==> config.mk <==
export PLATFORM = sky130hd
export DESIGN_NAME = div32_seq
export DESIGN_NICKNAME = d
export VERILOG_FILES = /design/src/rtl/div32_seq.sv
export SDC_FILE = /design/constraint.sdc
export NUM_CORES = 1
export LEC_CHECK = 0
export ABC_AREA = 1
export BUFFER_PORTS_ARGS = -buffer_cell sky130_fd_sc_hd__buf_2
export CORE_MARGIN = 2
export CORE_UTILIZATION = 64
export CTS_BUF_LIST = sky130_fd_sc_hd__clkbuf_4 sky130_fd_sc_hd__clkbuf_8
export DETAILED_ROUTE_END_ITERATION = 6
export PLACE_DENSITY = 0.87
export SLEW_MARGIN = 20
export SYNTH_ARGS = -nofsm -noshare
export SYNTH_HDL_FRONTEND = slang
export SYNTH_SLANG_ARGS = --single-unit
==> constraint.sdc <==
create_clock -name clk -period 6.2 [get_ports clk]
set_input_delay 0.62 -clock clk [delete_from_list [all_inputs] [get_ports clk]]
set_output_delay 0.62 -clock clk [all_outputs]
set_load 0.01 [all_outputs]
==> src/rtl/div32_seq.sv <==
// Iterative restoring divider: one quotient bit per clock.
// A start/busy/done handshake lets the pipeline stall on DIV/DIVU.
//
// Ports:
//   clk, rst_n    clock and asynchronous active-low reset
//   start         request, sampled only in IDLE while done is low
//   dividend      numerator, captured on an accepted start
//   divisor       denominator, captured on an accepted start
//   sgn           (DIV32_SIGNED_EN only) signed operation, captured with operands
//   busy          high from the cycle after accept until done
//   done          single-cycle pulse, results valid
//   quotient      held from done until the next accepted start
//   remainder     held from done until the next accepted start
//   div_zero      divisor was zero; held with the results
//
// Optional feature: define DIV32_SIGNED_EN to add signed division.
module div32_seq #(
  parameter int unsigned WIDTH = 32
) (
  input  logic             clk,
  input  logic             rst_n,
  input  logic             start,
  input  logic [WIDTH-1:0] dividend,
  input  logic [WIDTH-1:0] divisor,
`ifdef DIV32_SIGNED_EN
  input  logic             sgn,
`endif
  output logic             busy,
  output logic             done,
  output logic [WIDTH-1:0] quotient,
  output logic [WIDTH-1:0] remainder,
  output logic             div_zero
);

  localparam int unsigned CNT_W = (WIDTH > 1) ? $clog2(WIDTH) : 1;
  localparam logic [CNT_W-1:0] CNT_LAST = CNT_W'(WIDTH - 1);

  typedef enum logic [1:0] {
    S_IDLE = 2'd0,
    S_CALC = 2'd1,
    S_FIN  = 2'd2
  } state_t;

  state_t           state_q, state_d;
  logic [CNT_W-1:0] cnt_q, cnt_d;
  logic [WIDTH-1:0] rem_q, rem_d;     // partial remainder (always < divisor)
  logic [WIDTH-1:0] quo_q, quo_d;     // dividend shifting out, quotient shifting in
  logic [WIDTH-1:0] dvs_q, dvs_d;
  logic             busy_d, done_d, dz_d;
  logic [WIDTH-1:0] quotient_d, remainder_d;
  logic [WIDTH:0]   r_shift, r_diff;
  logic [WIDTH-1:0] a_load, b_load;

`ifdef DIV32_SIGNED_EN
  logic             q_neg_q, q_neg_d;
  logic             r_neg_q, r_neg_d;
  logic [WIDTH-1:0] dvd_raw_q, dvd_raw_d;
`endif

  // State and datapath registers
  always_ff @(posedge clk or negedge rst_n) begin
    if (!rst_n) begin
      state_q   <= S_IDLE;
      cnt_q     <= '0;
      rem_q     <= '0;
      quo_q     <= '0;
      dvs_q     <= '0;
      busy      <= 1'b0;
      done      <= 1'b0;
      quotient  <= '0;
      remainder <= '0;
      div_zero  <= 1'b0;
`ifdef DIV32_SIGNED_EN
      q_neg_q   <= 1'b0;
      r_neg_q   <= 1'b0;
      dvd_raw_q <= '0;
`endif
    end else begin
      state_q   <= state_d;
      cnt_q     <= cnt_d;
      rem_q     <= rem_d;
      quo_q     <= quo_d;
      dvs_q     <= dvs_d;
      busy      <= busy_d;
      done      <= done_d;
      quotient  <= quotient_d;
      remainder <= remainder_d;
      div_zero  <= dz_d;
`ifdef DIV32_SIGNED_EN
      q_neg_q   <= q_neg_d;
      r_neg_q   <= r_neg_d;
      dvd_raw_q <= dvd_raw_d;
`endif
    end
  end

  // Next-state and register-input logic
  always_comb begin
    state_d     = state_q;
    cnt_d       = cnt_q;
    rem_d       = rem_q;
    quo_d       = quo_q;
    dvs_d       = dvs_q;
    busy_d      = busy;
    done_d      = 1'b0;
    quotient_d  = quotient;
    remainder_d = remainder;
    dz_d        = div_zero;
`ifdef DIV32_SIGNED_EN
    q_neg_d     = q_neg_q;
    r_neg_d     = r_neg_q;
    dvd_raw_d   = dvd_raw_q;
    a_load      = (sgn && dividend[WIDTH-1]) ? WIDTH'(WIDTH'(0) - dividend) : dividend;
    b_load      = (sgn && divisor[WIDTH-1])  ? WIDTH'(WIDTH'(0) - divisor)  : divisor;
`else
    a_load      = dividend;
    b_load      = divisor;
`endif
    // One restoring step: shift in the next dividend bit, trial-subtract
    r_shift     = {rem_q, quo_q[WIDTH-1]};
    r_diff      = r_shift - {1'b0, dvs_q};

    unique case (state_q)
      S_IDLE: begin
        // start during the done cycle is ignored; taken on the following cycle
        if (start && !done) begin
          quo_d  = a_load;
          dvs_d  = b_load;
          rem_d  = '0;
          cnt_d  = '0;
          busy_d = 1'b1;
          dz_d   = (divisor == '0);
`ifdef DIV32_SIGNED_EN
          q_neg_d   = sgn && (dividend[WIDTH-1] ^ divisor[WIDTH-1]);
          r_neg_d   = sgn && dividend[WIDTH-1];
          dvd_raw_d = dividend;
`endif
          state_d = (divisor == '0) ? S_FIN : S_CALC;
        end
      end

      S_CALC: begin
        quo_d = {quo_q[WIDTH-2:0], ~r_diff[WIDTH]};
        rem_d = r_diff[WIDTH] ? r_shift[WIDTH-1:0] : r_diff[WIDTH-1:0];
        cnt_d = CNT_W'(cnt_q + 1'b1);
        if (cnt_q == CNT_LAST) state_d = S_FIN;
      end

      S_FIN: begin
        busy_d  = 1'b0;
        done_d  = 1'b1;
        state_d = S_IDLE;
        if (div_zero) begin
          // Operand register still holds the unshifted dividend here
          quotient_d  = '1;
`ifdef DIV32_SIGNED_EN
          remainder_d = dvd_raw_q;
`else
          remainder_d = quo_q;
`endif
        end else begin
`ifdef DIV32_SIGNED_EN
          quotient_d  = q_neg_q ? WIDTH'(WIDTH'(0) - quo_q) : quo_q;
          remainder_d = r_neg_q ? WIDTH'(WIDTH'(0) - rem_q) : rem_q;
`else
          quotient_d  = quo_q;
          remainder_d = rem_q;
`endif
        end
      end

      default: begin
        state_d = S_IDLE;
        busy_d  = 1'b0;
      end
    endcase
  end

endmodule
==> results.txt <==
----------------------------------------------------
[Status]
  Status ... finished with violations
  Violated checks ... DRC

[Clocking]
  CTS clock-pin slew for the worst setup and hold paths ... 0.10 ns
  Maximum number of buffers from clock root to sink ... 2
  Root Buffer Master ... sky130_fd_sc_hd__clkbuf_8
  Post-cts sizing count ... 0
  Total CTS buffers ... 17
  Worst-Skew Late Latency ... 0.47 ns
  Hold buffer count at CTS ... 0
  TritonCTS clock tree ... yes
  Buffers inserted by post-CTS timing repair ... 0
  H-tree lvl count ... 4
  Number of clock sinks ... 170

[Hold path]
  Worst hold path type ... input pin to asynchronous set/reset pin

[Synth]
  Sequential fraction of the synthesis area ... 43.2%
  Area contributors post-synth ... sky130_fd_sc_hd__dfrtp_1 43%, sky130_fd_sc_hd__nand2_1 18%, sky130_fd_sc_hd__inv_1 8.2%, sky130_fd_sc_hd__ha_1 4.3%, sky130_fd_sc_hd__nor2_1 4.0%
  Synthesized instance count ... 1367
  Mean post-synth cell area ... 7.20 sq um
  Number of unique standard cell types used by synthesis ... 39
  Count of yosys warnings during synthesis ... 0
  Cell with the most instances after synthesis ... sky130_fd_sc_hd__nand2_1
  #FFs+latches synth ... 170
  Cell taking the most area after synthesis ... sky130_fd_sc_hd__dfrtp_1
  EDFF count, synth ... 0
  Most frequently used flop master after synthesis ... sky130_fd_sc_hd__dfrtp_1
  Syn_nets ... 1469
  FFs w/ async S/R, synth ... 100%
  Portion of synthesized cell area occupied by the leading cell type ... 43.2%
  Post-Synthesis Cell Area ... 9840 sq um
  Most instantiated cells after synthesis ... 472 x sky130_fd_sc_hd__nand2_1, 215 x sky130_fd_sc_hd__inv_1, 170 x sky130_fd_sc_hd__dfrtp_1

[Detailed routing]
  Avg WL per Cell ... 15.2 microns
  Aggregate routed wire length ... 25400 microns
  Residual DRC ... 7
  Number of DRC markers after the initial detailed-route iteration ... 942
  Number of vias in the routed layout ... 9294
  ANT nets after route ... 0
  Number of optimization iterations in the first detailed-route pass ... 7
  Drt via density ... 5.56

[STA]
  Final number of hold-violating endpoints ... 0
  Sum Neg Setup Slack ... 0 ns
  Unrepaired setup endpoints after global routing ... false
  Final setup slack of the worst path ... 3.54 ns
  Period utilization ... 43.0%
  Max-slew violation count ... 0
  Slew @ Worst Pin ... 1.08 ns
  Final worst path period need ... 2.66 ns
  # setup viols final ... 0
  Normalized max-slew margin ... 27.8%
  Max Clock Skew ... 0.0152 ns
  FMAX ... 0.375 GHz

[Finish]
  Post-route cell area ... 11000 sq um
  Ratio of cells with drive above 1 in the final layout ... 13.1%
  Area grow syn2layout ... 11.7%
  Layout net count ... 1574
  Filler instances ... 1205
  Ant diodes ... 0

[Critical path]
  Required time worst endpoint ... 6.60 ns
  Critical Path AT ... 3.06 ns
  Startpoint of the lowest-slack register-to-register path ... quo_q[31]
  Crit path launch ... quo_q[31]
  Top fanout value on the critical path ... 33
  Endpoint kind of the worst setup timing path ... flip-flop
  Crit Path Class ... flip-flop to flip-flop
  Category of the worst setup path launch point ... flip-flop

[Placement]
  Routability congestion estimate ... 0.960
  Final HPWL DP ... 18200 microns
  Setup WS pre-CTS ... 3.58 ns
  Number of input and output port buffers inserted ... 133
  Placement-stage cell area ... 10600 sq um

[Global route]
  Number of antenna violations at the first check in global routing ... 0
  GR Util All Layers ... 31.7%
  Largest net degree at the start of global routing ... 109
  First-pass GRT wire length ... 41000 microns
  Sum of overflow across all layers after global routing ... 0
  Vias in the first global route ... 8469

[Floorplanning]
  Die boundary width ... 128 microns
  I/O pin count ... 134
  Initial Utilization ... 65.2%
  Area of the die ... 16400 sq um
  Number of core rows ... 45
  Core Area ... 15100 sq um
  Height of the die ... 128 microns

[Run]
  Count of maximum capacitance violations ... 0

----------------------------------------------------
metal layers:
layer	vias to the layer above	wire length, microns	track usage (%)
met5	-	0	0
met1	4311	11000	44.9
met2	430	11800	50.8
met4	0	474	9.44
met3	46	2030	5.26
li1	4507	-	-
kinds of logic after synthesis:
logic type	share of synthesized area (%)
AND/OR/NAND/NOR	28.6
buffers and inverters	10.8
AO/OA/AOI/OAI	11.5
flip-flops	43.2
adder cells (fa/ha/maj)	4.53
XOR/XNOR	1.33
critical path, cell delays in order, from the launching register on:
cell and delay [ns]:
sky130_fd_sc_hd__dfrtp_1 0.39, sky130_fd_sc_hd__inv_1 0.12, sky130_fd_sc_hd__ha_1 0.16, sky130_fd_sc_hd__inv_1 0.06, sky130_fd_sc_hd__fa_1 0.40, sky130_fd_sc_hd__nand2_1 0.09, sky130_fd_sc_hd__nand2_1 0.11, sky130_fd_sc_hd__nand3_2 0.10
sky130_fd_sc_hd__nand2_2 0.08, sky130_fd_sc_hd__nand2_2 0.07, sky130_fd_sc_hd__nand2_2 0.06, sky130_fd_sc_hd__nand2_2 0.08, sky130_fd_sc_hd__nand3_1 0.11, sky130_fd_sc_hd__nand2_4 0.32, sky130_fd_sc_hd__nand2_1 0.21, sky130_fd_sc_hd__nand2_1 0.12
sky130_fd_sc_hd__nand2_1 0.05, sky130_fd_sc_hd__nand2_1 0.05
final cells by class:
| cell class | instances | area (sq um) | area share [%] |
|---|---|---|---|
| Inverter | 217 | 815 | 7.41 |
| Tap cell | 188 | 235 | 2.14 |
| Clock inverter | 12 | 153 | 1.39 |
| Multi-Input combinational cell | 927 | 4540 | 41.3 |
| Clock buffer | 20 | 275 | 2.50 |
| Sequential cell | 170 | 4250 | 38.7 |
| Timing Repair Buffer | 139 | 717 | 6.52 |
per-stage QoR:
step | hold slack [ns] | std cells | utilization, %
floorplan | 0.324 | 1367 | -
CTS | 0.315 | 1673 | 72.9
detailed placement | 0.463 | 1641 | 70.0
global route | 0.356 | 1673 | 72.9
global placement | 0.453 | 1641 | 70.0
finish | 0.259 | 1673 | 72.9
worst paths after layout:
kind                             endpoint  slack, ns  cells past startpoint
worst min-delay path             quo_q[8]       0.26                      1
worst min register to register   cnt_q[3]       0.48                      1
worst max register to register  rem_q[26]       3.54                     17
min in group clk                 quo_q[8]       0.38                      3
max in group asynchronous        quo_q[1]       4.52                      2
worst max-delay path            rem_q[26]       3.54                     17
state kept, by name, summed over array words and instances, names as in the netlist:
| register | cells |
|---|---|
| cnt_q | 5 |
| quotient | 32 |
| state_q | 2 |
| done | 1 |
| div_zero | 1 |
| remainder | 32 |
| busy | 1 |
| rem_q | 32 |
| quo_q | 32 |
| dvs_q | 32 |
placed cells by master, fill, tap and decap left out, types with 4 or more instances in the layout:
| cell type | Yosys | routed |
|---|---|---|
| sky130_fd_sc_hd__a22oi_1 | 30 | 30 |
| sky130_fd_sc_hd__nand4_1 | 7 | 7 |
| sky130_fd_sc_hd__o21ai_0 | 65 | 65 |
| sky130_fd_sc_hd__buf_2 | 8 | 132 |
| sky130_fd_sc_hd__a21oi_1 | 25 | 25 |
| sky130_fd_sc_hd__nor3_1 | 6 | 6 |
| sky130_fd_sc_hd__nand3b_1 | 4 | 4 |
| sky130_fd_sc_hd__nor2_1 | 106 | 103 |
| sky130_fd_sc_hd__clkbuf_8 | 0 | 20 |
| sky130_fd_sc_hd__and2_1 | 8 | 8 |
| sky130_fd_sc_hd__nand3_1 | 56 | 56 |
| sky130_fd_sc_hd__dfrtp_1 | 170 | 170 |
| sky130_fd_sc_hd__a31oi_1 | 63 | 63 |
| sky130_fd_sc_hd__xnor2_1 | 13 | 13 |
| sky130_fd_sc_hd__inv_6 | 0 | 4 |
| sky130_fd_sc_hd__buf_4 | 0 | 6 |
| sky130_fd_sc_hd__nand2_1 | 472 | 472 |
| sky130_fd_sc_hd__nand2_2 | 10 | 10 |
| sky130_fd_sc_hd__inv_1 | 215 | 215 |
| sky130_fd_sc_hd__clkinv_4 | 0 | 4 |
| sky130_fd_sc_hd__ha_1 | 34 | 34 |
| sky130_fd_sc_hd__nor4_1 | 7 | 7 |
Power is not shown: default switching activity piles up to over one toggle a cycle in this logic, so the estimate is an artifact.
